[src/rtl/lap_stopwatch_if.sv]
// Control pulses and display/status bus of the lap stopwatch.
interface lap_stopwatch_if;
  logic       iTickEn;
  logic       iRunStop;
  logic       iLap;
  logic       iClear;
  logic       iNext;
  logic       iPrev;
  logic [6:0] oHour;
  logic [6:0] oMin;
  logic [6:0] oSec;
  logic [6:0] oCentisec;
  logic [1:0] oState;
  logic       oViewing;
  logic [6:0] oViewIdx;
  logic [6:0] oCount;
  logic       oFull;

  modport master (
    output iTickEn, iRunStop, iLap, iClear, iNext, iPrev,
    input  oHour, oMin, oSec, oCentisec, oState, oViewing, oViewIdx, oCount, oFull
  );

  modport slave (
    input  iTickEn, iRunStop, iLap, iClear, iNext, iPrev,
    output oHour, oMin, oSec, oCentisec, oState, oViewing, oViewIdx, oCount, oFull
  );
endinterface

[src/rtl/lap_stopwatch.sv]
// 100 Hz stopwatch with a DEPTH-entry lap memory and a lap viewer active while stopped.
module lap_stopwatch #(
  parameter int unsigned DEPTH     = 30,
  parameter int unsigned HOUR_MAX  = 99,
  parameter int unsigned OVERWRITE = 0
) (
  input logic             iClk,
  input logic             iRstn,
  lap_stopwatch_if.slave  bus
);
  localparam int unsigned PW = (DEPTH > 1) ? $clog2(DEPTH) : 1;

  typedef enum logic [1:0] {IDLE = 2'b00, RUN = 2'b01, STOP = 2'b10} state_t;

  state_t        state;
  logic [6:0]    hour, min, sec, cs;
  logic [6:0]    nHour, nMin, nSec, nCs;
  logic [6:0]    count;
  logic [6:0]    viewIdx;
  logic          viewing;
  logic [PW-1:0] wrPtr;
  logic [27:0]   laps [DEPTH];

  logic          full;
  logic          doRunStop, doLap, doNext, doPrev;
  logic          lapWrite, viewOk;
  logic [PW-1:0] oldest, rdAddr;
  logic [7:0]    sum, wrapped;
  logic [27:0]   shown;

  assign full      = (count == 7'(DEPTH));
  assign doRunStop = !bus.iClear && bus.iRunStop;
  assign doLap     = !bus.iClear && !bus.iRunStop && bus.iLap;
  assign doNext    = !bus.iClear && !bus.iRunStop && !bus.iLap && bus.iNext;
  assign doPrev    = !bus.iClear && !bus.iRunStop && !bus.iLap && !bus.iNext && bus.iPrev;
  assign lapWrite  = (state == RUN) && (doRunStop || doLap) && (!full || (OVERWRITE != 0));
  assign viewOk    = (state == STOP) && (count != 7'd0);

  always_comb begin
    nCs   = cs;
    nSec  = sec;
    nMin  = min;
    nHour = hour;
    if (cs == 7'd99) begin
      nCs = '0;
      if (sec == 7'd59) begin
        nSec = '0;
        if (min == 7'd59) begin
          nMin = '0;
          nHour = (hour == 7'(HOUR_MAX)) ? '0 : hour + 7'd1;
        end else begin
          nMin = min + 7'd1;
        end
      end else begin
        nSec = sec + 7'd1;
      end
    end else begin
      nCs = cs + 7'd1;
    end
  end

  always_ff @(posedge iClk) begin
    if (!iRstn || bus.iClear) begin
      state   <= IDLE;
      hour    <= '0;
      min     <= '0;
      sec     <= '0;
      cs      <= '0;
      count   <= '0;
      wrPtr   <= '0;
      viewing <= 1'b0;
      viewIdx <= '0;
    end else begin
      if (state == RUN && bus.iTickEn) begin
        hour <= nHour;
        min  <= nMin;
        sec  <= nSec;
        cs   <= nCs;
      end
      if (lapWrite) begin
        wrPtr <= (wrPtr == PW'(DEPTH - 1)) ? '0 : wrPtr + PW'(1);
        if (!full) count <= count + 7'd1;
      end
      if (doRunStop) begin
        unique case (state)
          IDLE:    state <= RUN;
          RUN:     state <= STOP;
          default: begin
            state   <= RUN;
            viewing <= 1'b0;
            viewIdx <= '0;
          end
        endcase
      end else if (viewOk) begin
        if (doNext) begin
          if (!viewing) begin
            viewing <= 1'b1;
            viewIdx <= '0;
          end else if (viewIdx + 7'd1 < count) begin
            viewIdx <= viewIdx + 7'd1;
          end
        end else if (doPrev && viewing) begin
          if (viewIdx == 7'd0) viewing <= 1'b0;
          else                 viewIdx <= viewIdx - 7'd1;
        end
      end
    end
  end

  // Lap memory has no reset; gating on iRstn keeps a reset edge from landing a partial lap.
  always_ff @(posedge iClk) begin
    if (iRstn && !bus.iClear && lapWrite) laps[wrPtr] <= {hour, min, sec, cs};
  end

  // Until the memory first fills, slot 0 is the oldest; afterwards the write pointer is.
  assign oldest  = full ? wrPtr : '0;
  assign sum     = 8'(oldest) + {1'b0, viewIdx};
  assign wrapped = (sum >= 8'(DEPTH)) ? sum - 8'(DEPTH) : sum;
  assign rdAddr  = PW'(wrapped);
  assign shown   = laps[rdAddr];

  assign bus.oHour     = viewing ? shown[27:21] : hour;
  assign bus.oMin      = viewing ? shown[20:14] : min;
  assign bus.oSec      = viewing ? shown[13:7]  : sec;
  assign bus.oCentisec = viewing ? shown[6:0]   : cs;
  assign bus.oState    = state;
  assign bus.oViewing  = viewing;
  assign bus.oViewIdx  = viewIdx;
  assign bus.oCount    = count;
  assign bus.oFull     = full;
endmodule

[src/flat_wrapper.sv]
// flat-port wrapper written by rule: the top's interface ports become plain ports
module lap_stopwatch_flat 
#(
  parameter int unsigned DEPTH     = 30,
  parameter int unsigned HOUR_MAX  = 99,
  parameter int unsigned OVERWRITE = 0
)
  (iClk, iRstn, bus_iTickEn, bus_iRunStop, bus_iLap, bus_iClear, bus_iNext, bus_iPrev, bus_oHour, bus_oMin, bus_oSec, bus_oCentisec, bus_oState, bus_oViewing, bus_oViewIdx, bus_oCount, bus_oFull);
  lap_stopwatch_if bus_i ();
  input logic iClk;
  input logic iRstn;
  input wire logic [$bits(bus_i.iTickEn)-1:0] bus_iTickEn;
  input wire logic [$bits(bus_i.iRunStop)-1:0] bus_iRunStop;
  input wire logic [$bits(bus_i.iLap)-1:0] bus_iLap;
  input wire logic [$bits(bus_i.iClear)-1:0] bus_iClear;
  input wire logic [$bits(bus_i.iNext)-1:0] bus_iNext;
  input wire logic [$bits(bus_i.iPrev)-1:0] bus_iPrev;
  output wire logic [$bits(bus_i.oHour)-1:0] bus_oHour;
  output wire logic [$bits(bus_i.oMin)-1:0] bus_oMin;
  output wire logic [$bits(bus_i.oSec)-1:0] bus_oSec;
  output wire logic [$bits(bus_i.oCentisec)-1:0] bus_oCentisec;
  output wire logic [$bits(bus_i.oState)-1:0] bus_oState;
  output wire logic [$bits(bus_i.oViewing)-1:0] bus_oViewing;
  output wire logic [$bits(bus_i.oViewIdx)-1:0] bus_oViewIdx;
  output wire logic [$bits(bus_i.oCount)-1:0] bus_oCount;
  output wire logic [$bits(bus_i.oFull)-1:0] bus_oFull;
  assign bus_i.iTickEn = bus_iTickEn;
  assign bus_i.iRunStop = bus_iRunStop;
  assign bus_i.iLap = bus_iLap;
  assign bus_i.iClear = bus_iClear;
  assign bus_i.iNext = bus_iNext;
  assign bus_i.iPrev = bus_iPrev;
  assign bus_oHour = bus_i.oHour;
  assign bus_oMin = bus_i.oMin;
  assign bus_oSec = bus_i.oSec;
  assign bus_oCentisec = bus_i.oCentisec;
  assign bus_oState = bus_i.oState;
  assign bus_oViewing = bus_i.oViewing;
  assign bus_oViewIdx = bus_i.oViewIdx;
  assign bus_oCount = bus_i.oCount;
  assign bus_oFull = bus_i.oFull;
  lap_stopwatch #(.DEPTH(DEPTH), .HOUR_MAX(HOUR_MAX), .OVERWRITE(OVERWRITE)) u_core (.iClk(iClk), .iRstn(iRstn), .bus(bus_i));
endmodule
[config.mk]
export PLATFORM = sky130hd
export DESIGN_NAME = lap_stopwatch_flat
export DESIGN_NICKNAME = d
export VERILOG_FILES = /design/src/rtl/lap_stopwatch_if.sv /design/src/rtl/lap_stopwatch.sv /design/src/flat_wrapper.sv
export SDC_FILE = /design/constraint.sdc
export NUM_CORES = 1
export LEC_CHECK = 0
export BUFFER_PORTS_ARGS = -buffer_cell sky130_fd_sc_hd__buf_2
export CORE_UTILIZATION = 50
export CTS_CLUSTER_DIAMETER = 80
export CTS_CLUSTER_SIZE = 40
export DETAILED_ROUTE_END_ITERATION = 7
export GPL_TIMING_DRIVEN = 0
export PLACE_DENSITY = 0.64
export SYNTH_ARGS = -nofsm -noshare
export SYNTH_HDL_FRONTEND = slang
export SYNTH_SLANG_ARGS = --single-unit
[constraint.sdc]
create_clock -name iClk -period 8.3 [get_ports iClk]
set_input_delay 1.245 -clock iClk [delete_from_list [all_inputs] [get_ports iClk]]
set_output_delay 1.245 -clock iClk [all_outputs]
set_load 0.005 [all_outputs]
==> results.md, run 1 <==
* Status: finished clean
* Initial antenna violation count at 1
* Syn Inst Count at about 2,300
* Die H at 273 um
* Routed Wire Length at slightly below 100,000 um
* Total gr overflow at 0
* NumNets Final at approximately 2,500
* Syn avg cell area at 15.7 um2
* Hold-fix buffers at CTS at 0
* RSZ-0062 raised after global routing: no
* Syn_nets at about 2,400
* Die area at 74,400 um2
* Final Worst Setup Slack at 0.201 ns
* Max IR drop VDD at between 0.1 and 0.15 mV
* Setup Buffers After CTS at 0
* Total CTS buffers at 35
* Netlist cell types at 81
* Max-Cap Viols at 0
* Main flop type after synthesis: edfxtp_1
* Power Density at between 150 and 200 nW/um2
* Power Total at between 7000 and 8000 uW
* Final Non-Filler Cells at ~3,400
* Most frequent cell after synthesis: edfxtp_1
* Leading area contributor after synthesis: edfxtp_1
* Clk_lat worst skew at approximately 0.64 ns
* Critical Path Source: u_core.bus.oCount[0]
* Slew margin rel. at 0.0737
* Seq. cell area at 26,200 um2
* Initial Utilization at 0.509
* Final max-slew violation count at 0
* Most frequent cells after synthesis: edfxtp_1 (840), mux2i_1 (199), nand2_1 (147), nor2_1 (128), clkbuf_1 (85)
* Static Leakage at roughly 0.014 uW
* Sequential area share after synthesis at 0.716
* FF-to-FF Start: u_core.bus.oCount[0]
* Min-delay worst type: register to register
* CTS H-tree depth at 2
* Post-synthesis async set-or-reset flop share at 0
* First-pass GRT wire length at between 100,000 and 150,000 um
* Clock Root Buffer: clkbuf_16
* Req. time, crit path at 7.05 ns
* Die Wd at about 270 um
* Placer Congestion at slightly below 0.9
* Crit share post-route at 0.976
* Row count at just under 100
* Core Region at 72,000 um2
* Clock Sinks at slightly below 900
* Vias in the first global route at 21,000
* Setup crit end kind: primary output
* Final clock skew at between 0.05 and 0.06 ns
* Fmax at about 120 MHz
* Top Ports at 54
* Least-Margin Pin Slew at 1.39 ns
* # fillers at ~5,600
* Vias per cell at around 6.3
* DRC Markers at 0
* Final Util at 0.559
* Placed cells at roughly 3,400
* TNS Setup at 0 ns
* Number of flops mapped to enable cells by yosys at between 800 and 900
* CTS tree: yes
* Clock slew at reported path FFs at between 0.1 and 0.15 ns
* Detail Placement HPWL at roughly 65,000 um
* Ranking of synthesized cells by area: edfxtp_1 (69%), mux2i_1 (5.4%), dfxtp_1 (2.7%)
* Pre-CTS setup slack at 0.742 ns
* Syn. warnings at 0
* Hold path startpoint: u_core.wrPtr[1]
* Critical path class: register to primary output
* WL/cell at roughly 28 um
* GRT Resource Usage Total at 0.258
* Hold Vio Cnt, Final at 0
* Multi-input logic area at roughly 9900 um2
* Tmin final at 8.10 ns
* Yosys reg bits at 890
* Area of the mapped netlist at 36,700 um2
* Pre-antenna DRT Iters at 6
* Largest net degree at the start of global routing at between 40 and 50
* CP Launch Type: register
* Yosys top cell area share at 0.688
* Detail Route Antenna Nets at 0
* CP Max Fanout at 10
* Share of layout cells above drive strength 1 at 0.152
* IO Port Bufs at 52
* 1st-iter DRT viols at around 2,600
* Area growth, synth to finish at 9.87%
* Final setup violation count at 0
* Vias at between 20,000 and 25,000
* CTS max path bufs at 3
* WP data arrival at 6.85 ns
-- sequential cells by signal, summed over array words and instances, names as in the netlist --
signal / count
u_core.laps: 840
u_core.bus.oViewing: 1
u_core.bus.oViewIdx: 7
u_core.sec: 7
u_core.min: 7
u_core.cs: 7
u_core.bus.oState: 2
u_core.wrPtr: 5
u_core.hour: 7
u_core.bus.oCount: 7
-- worst paths after layout --
path / end / slack (ns) / depth (start not counted)
setup / recovery: bus_oSec[6] / 0.20 / 21
hold reg to reg: u_core.wrPtr[1] / 0.57 / 2
hold / removal: u_core.wrPtr[1] / 0.57 / 2
setup reg to reg: u_core.laps[7][6] / 4.36 / 9
-- routing by layer --
layer / global-route usage / wire [um] / part of all wire
met4: 0.0813 / 2950 / 0.031
met1: 0.358 / 40400 / 0.42
met3: 0.0298 / 6400 / 0.066
met5: 0 / 0 / 0
met2: 0.428 / 46500 / 0.48
-- cell usage in the layout, fill, tap and decap left out, types with 25 or more instances in the layout --
master / instances
a211oi_1: 69
a21oi_1: 40
a221oi_1: 25
a31oi_1: 53
and3_1: 54
buf_2: 88
clkbuf_1: 86
clkbuf_16: 37
dfxtp_1: 31
edfxtp_1: 840
ha_1: 26
mux2_2: 38
mux2i_1: 199
mux4_2: 39
nand2_1: 147
nand3_1: 69
nor2_1: 99
nor2_4: 29
o211ai_1: 25
o21ai_0: 33
o21ai_1: 36
o221ai_1: 27
o22ai_1: 30
-- kinds of logic (layout without fill, tap and decap cells) --
| group | count (synthesis) | count (layout) | synth area share |
|---|---|---|---|
| xor gates and xnor gates | 34 | 34 | 0.00833 |
| AOI/OAI and AO/OA | 427 | 427 | 0.0836 |
| and+or+nand+nor | 520 | 520 | 0.0711 |
| adders and majority gates | 27 | 27 | 0.00942 |
| buffers and inverters | 168 | 308 | 0.0221 |
| other | 0 | 2 | 0 |
| muxes | 276 | 276 | 0.0900 |
| DFF | 890 | 890 | 0.716 |
-- critical path, cell delays in order (launching register included) --
cell,delay (ns)
dfxtp_1,0.45
inv_1,0.10
ha_1,0.21
and3_1,0.14
clkbuf_1,0.20
and2_1,0.21
ha_1,0.23
fa_1,0.50
xnor2_2,0.23
inv_1,0.10
ha_1,0.15
clkbuf_1,0.43
inv_1,0.20
nand3_1,0.12
o41a_1,0.36
and2_1,0.25
buf_2,0.33
clkdlybuf4s15_1,0.74
a311oi_1,0.09
a2111oi_0,0.87
nor3_1,0.17
buf_2,0.19
-- repair_timing --
item,CTS,global route
endpoints found under the hold margin,0,0
setup endpoints to repair,0,17
gates resized for setup,0,11
-- per-stage QoR --
step | hold WS [ns] | area [um2]
2_1_floorplan | 0.497 | 36700
3_3_place_gp | 0.531 | 38100
3_5_place_dp | 0.545 | 38900
4_1_cts | 0.561 | 40200
5_1_grt | 0.578 | 40300
6_report | 0.569 | 40300
-- cell type report --
cell class	instances	area share
Inverter	20	0.00186
Tap cell	950	0.0295
Sequential cell	890	0.652
Buffer	148	0.0184
Multi-Input combinational cell	1284	0.246
Antenna cell	2	0.000124
Clock inverter	23	0.00973
Clock buffer	38	0.0231
Timing Repair Buffer	79	0.0197
-- report_power, final --
group / leakage [uW] / switching (uW) / internal, uW / total [uW]
registers: 0.00911 / 1.52 / 4830 / 4830
logic: 0.00388 / 15.8 / 6.84 / 22.7
clock network: 0.000631 / 1490 / 945 / 2430
Power figures use the tool's default switching activity.
==> run 2: changes to the inputs <==
--- a/config.mk
+++ b/config.mk
@@ -7,6 +7,7 @@
 export LEC_CHECK = 0
 export BUFFER_PORTS_ARGS = -buffer_cell sky130_fd_sc_hd__buf_2
 export CORE_UTILIZATION = 50
+export CTS_BUF_LIST = sky130_fd_sc_hd__clkbuf_4 sky130_fd_sc_hd__clkbuf_8
 export CTS_CLUSTER_DIAMETER = 80
 export CTS_CLUSTER_SIZE = 40
 export DETAILED_ROUTE_END_ITERATION = 7
==> run 2 against run 1 <==
Sequential power barely moved. Via count about the same. Power is 6.2% lower.
==> results.md, run 2 (synthesis results as in run 1) <==
* Critical path class: register to primary output
* Placed inst area at 38,900 um2 (unchanged)
* Vias in the first global route at 21,000 (unchanged)
* Placed cells at 3,371 (unchanged)
* Area growth, synth to finish at 8.83%
* Vias per cell at 6.31 (about the same)
* Initial antenna violation count at 3 (+2)
* Hold Path End: u_core.wrPtr[1]
* Slew margin rel. at 0.0586 (-0.0151)
* Crit-path slowest cell: clkbuf_1
* Total gr overflow at 0 (unchanged)
* Vias at 21,700 (+0.074%)
* Core Region at 72,000 um2 (unchanged)
* Power Density at 171 nW/um2 (-5.3%)
* Tmin final at 8.08 ns (-0.0241 ns)
* CTS tree: yes
* Min-delay worst type: register to register
* Die area at 74,400 um2 (unchanged)
* Setup crit end kind: primary output
* CTS H-tree depth at 2 (unchanged)
* Clk_lat worst skew at 0.74 ns (+0.10 ns)
* Final clock skew at 0.0814 ns (+0.0270 ns)
* Fmax at 124 MHz (+0.30%)
* IO Port Bufs at 52 (unchanged)
* GRT Resource Usage Total at 0.258 (about the same)
* Multi-input logic area at 9920 um2 (+0.21%)
* Routed Wire Length at 96,200 um (about the same)
* Worst r2r dst: u_core.hour[6]
* Share of layout cells above drive strength 1 at 0.155 (+0.00282)
* # fillers at 5,594 (+0.70%)
* WP data arrival at 6.83 ns (-0.02 ns)
* Max-Cap Viols at 0 (unchanged)
* R2R setup slack at 4.34 ns (-0.02 ns)
* Pre-antenna DRT Iters at 6 (unchanged)
* Fin area at 39,900 um2 (-0.95%)
* NumNets Final at 2,493 (unchanged)
* Crit share post-route at 0.973 (-0.00290)
* Static Leakage at 0.0134 uW (-1.3%)
* Hold Vio Cnt, Final at 0 (unchanged)
* Detail Placement HPWL at 65,500 um (unchanged)
* Clock Sinks at 890 (unchanged)
* Most common cell after layout, fill and taps aside: edfxtp_1
* Worst r2r path cells at 9 (unchanged)
* Placer Congestion at 0.867 (unchanged)
* Die Wd at 273 um (unchanged)
* First-pass GRT wire length at 140,000 um (about the same)
* Biggest register: u_core.laps
* Status: finished clean
* Least-Margin Pin Slew at 1.41 ns (+0.0227 ns)
* Hold depth at 2 (unchanged)
* WL/cell at 28.0 um (-0.14%)
* Largest register FFs at 840 (unchanged)
* CTS max path bufs at 3 (unchanged)
* Commonest non-fill, non-tap cells in the layout: edfxtp_1 (840), mux2i_1 (199), nand2_1 (147)
* Largest net degree at the start of global routing at 41 (unchanged)
* Final setup violation count at 0 (unchanged)
* Top Ports at 54 (unchanged)
* Hold-fix buffers at CTS at 0 (unchanged)
* Hold path startpoint: u_core.wrPtr[1]
* Req. time, crit path at 7.05 ns (about the same)
* Final max-slew violation count at 0 (unchanged)
* Final Non-Filler Cells at 3,437 (+0.087%)
* Row count at 98 (unchanged)
* DRC Markers at 0 (unchanged)
* Die H at 273 um (unchanged)
* Initial Utilization at 0.509 (unchanged)
* CP cell instances: inv_1 -> nor3_1 -> and3_1 -> clkbuf_1 -> and2_1 -> ha_1 -> clkbuf_1 -> clkbuf_1 -> clkbuf_1 -> clkbuf_1 -> mux2i_1 -> a211oi_1 -> o32ai_1 -> a31oi_1 -> buf_2
* Max IR drop VDD at 0.116 mV (-18%)
* Clock slew at reported path FFs at 0.17 ns (+0.06 ns)
* Seq. cell area at 26,200 um2 (unchanged)
* Highest cell delay on the worst timing path at 0.98 ns (+0.11 ns)
* CP Max Fanout at 11 (+1)
* Clock Root Buffer: clkbuf_8
* CP most frequent cell: clkbuf_1
* Total CTS buffers at 35 (unchanged)
* 1st-iter DRT viols at 2,635 (+2.3%)
* Detail Route Antenna Nets at 0 (unchanged)
* CP Launch Type: register
* FF-to-FF Start: u_core.cs[1]
-- run 2: changes by cell type in the layout (fill, tap and decap cells not counted), sizes merged --
cell   delta
diode     +3
-- run 2: where the power goes --
group,internal [uW],total [uW],switching (uW)
Clock,546,1980,1430
Sequential,4830,4830,1.54
Combinational,6.84,22.7,15.8
-- run 2: critical path: cells and delay by family, from the launching register on --
kind | cells | cell delay, ns
AO/OA/AOI/OAI | 3 | 1.06
AND/OR/NAND/NOR | 3 | 0.62
multiplexers | 1 | 0.19
buffers and inverters | 7 | 3.68
adder cells (fa/ha/maj) | 1 | 0.12
flip-flops | 1 | 0.42
-- run 2: layout make-up --
cell class | instances | area share
clock inverter | 23 | 0.00982
timing repair buffer | 79 | 0.0199
multi-input combinational | 1284 | 0.249
buffer | 148 | 0.0187
inverter | 20 | 0.00188
antenna | 5 | 0.000314
clock buffer | 38 | 0.0130
tap | 950 | 0.0298
sequential | 890 | 0.658
-- run 2: worst max path at each step --
stage	start	cells after the start	end	slack [ns]
CTS	u_core.bus.oCount[0]	21	bus_oCentisec[6]	0.15
global placement	u_core.bus.oCount[0]	20	bus_oMin[1]	0.56
global route	u_core.bus.oCount[3]	20	bus_oSec[2]	-0.0004
floorplan	u_core.bus.oCount[2]	19	bus_oCentisec[4]	2.90
finish	u_core.bus.oCount[3]	15	bus_oMin[6]	0.22
detailed placement	u_core.bus.oCount[0]	17	bus_oHour[3]	0.74
-- run 2: per-layer routing --
metal,part of all wire,global-route usage
met5,0,0
met4,0.032,0.0784
met3,0.070,0.0267
met2,0.48,0.430
met1,0.42,0.358
-- run 2: timing repair --
action,in CTS,in global routing
resized for setup,2,18
pin swaps,0,2
buffers inserted,0,0
setup endpoints to repair,4,14
cloned,0,0
-- run 2: metrics by stage --
step	total power, uW	utilization	setup TNS [ns]	hold slack (ns)	worst slack (ns)
CTS	6860	0.553	0	0.566	0.148
detailed placement	4950	0.540	0	0.545	0.742
global placement	4950	0.529	0	0.531	0.558
global route	7000	0.554	-0.000414	0.583	-0.000414
floorplan	4950	-	0	0.497	2.90
finish	6840	0.554	0	0.571	0.225
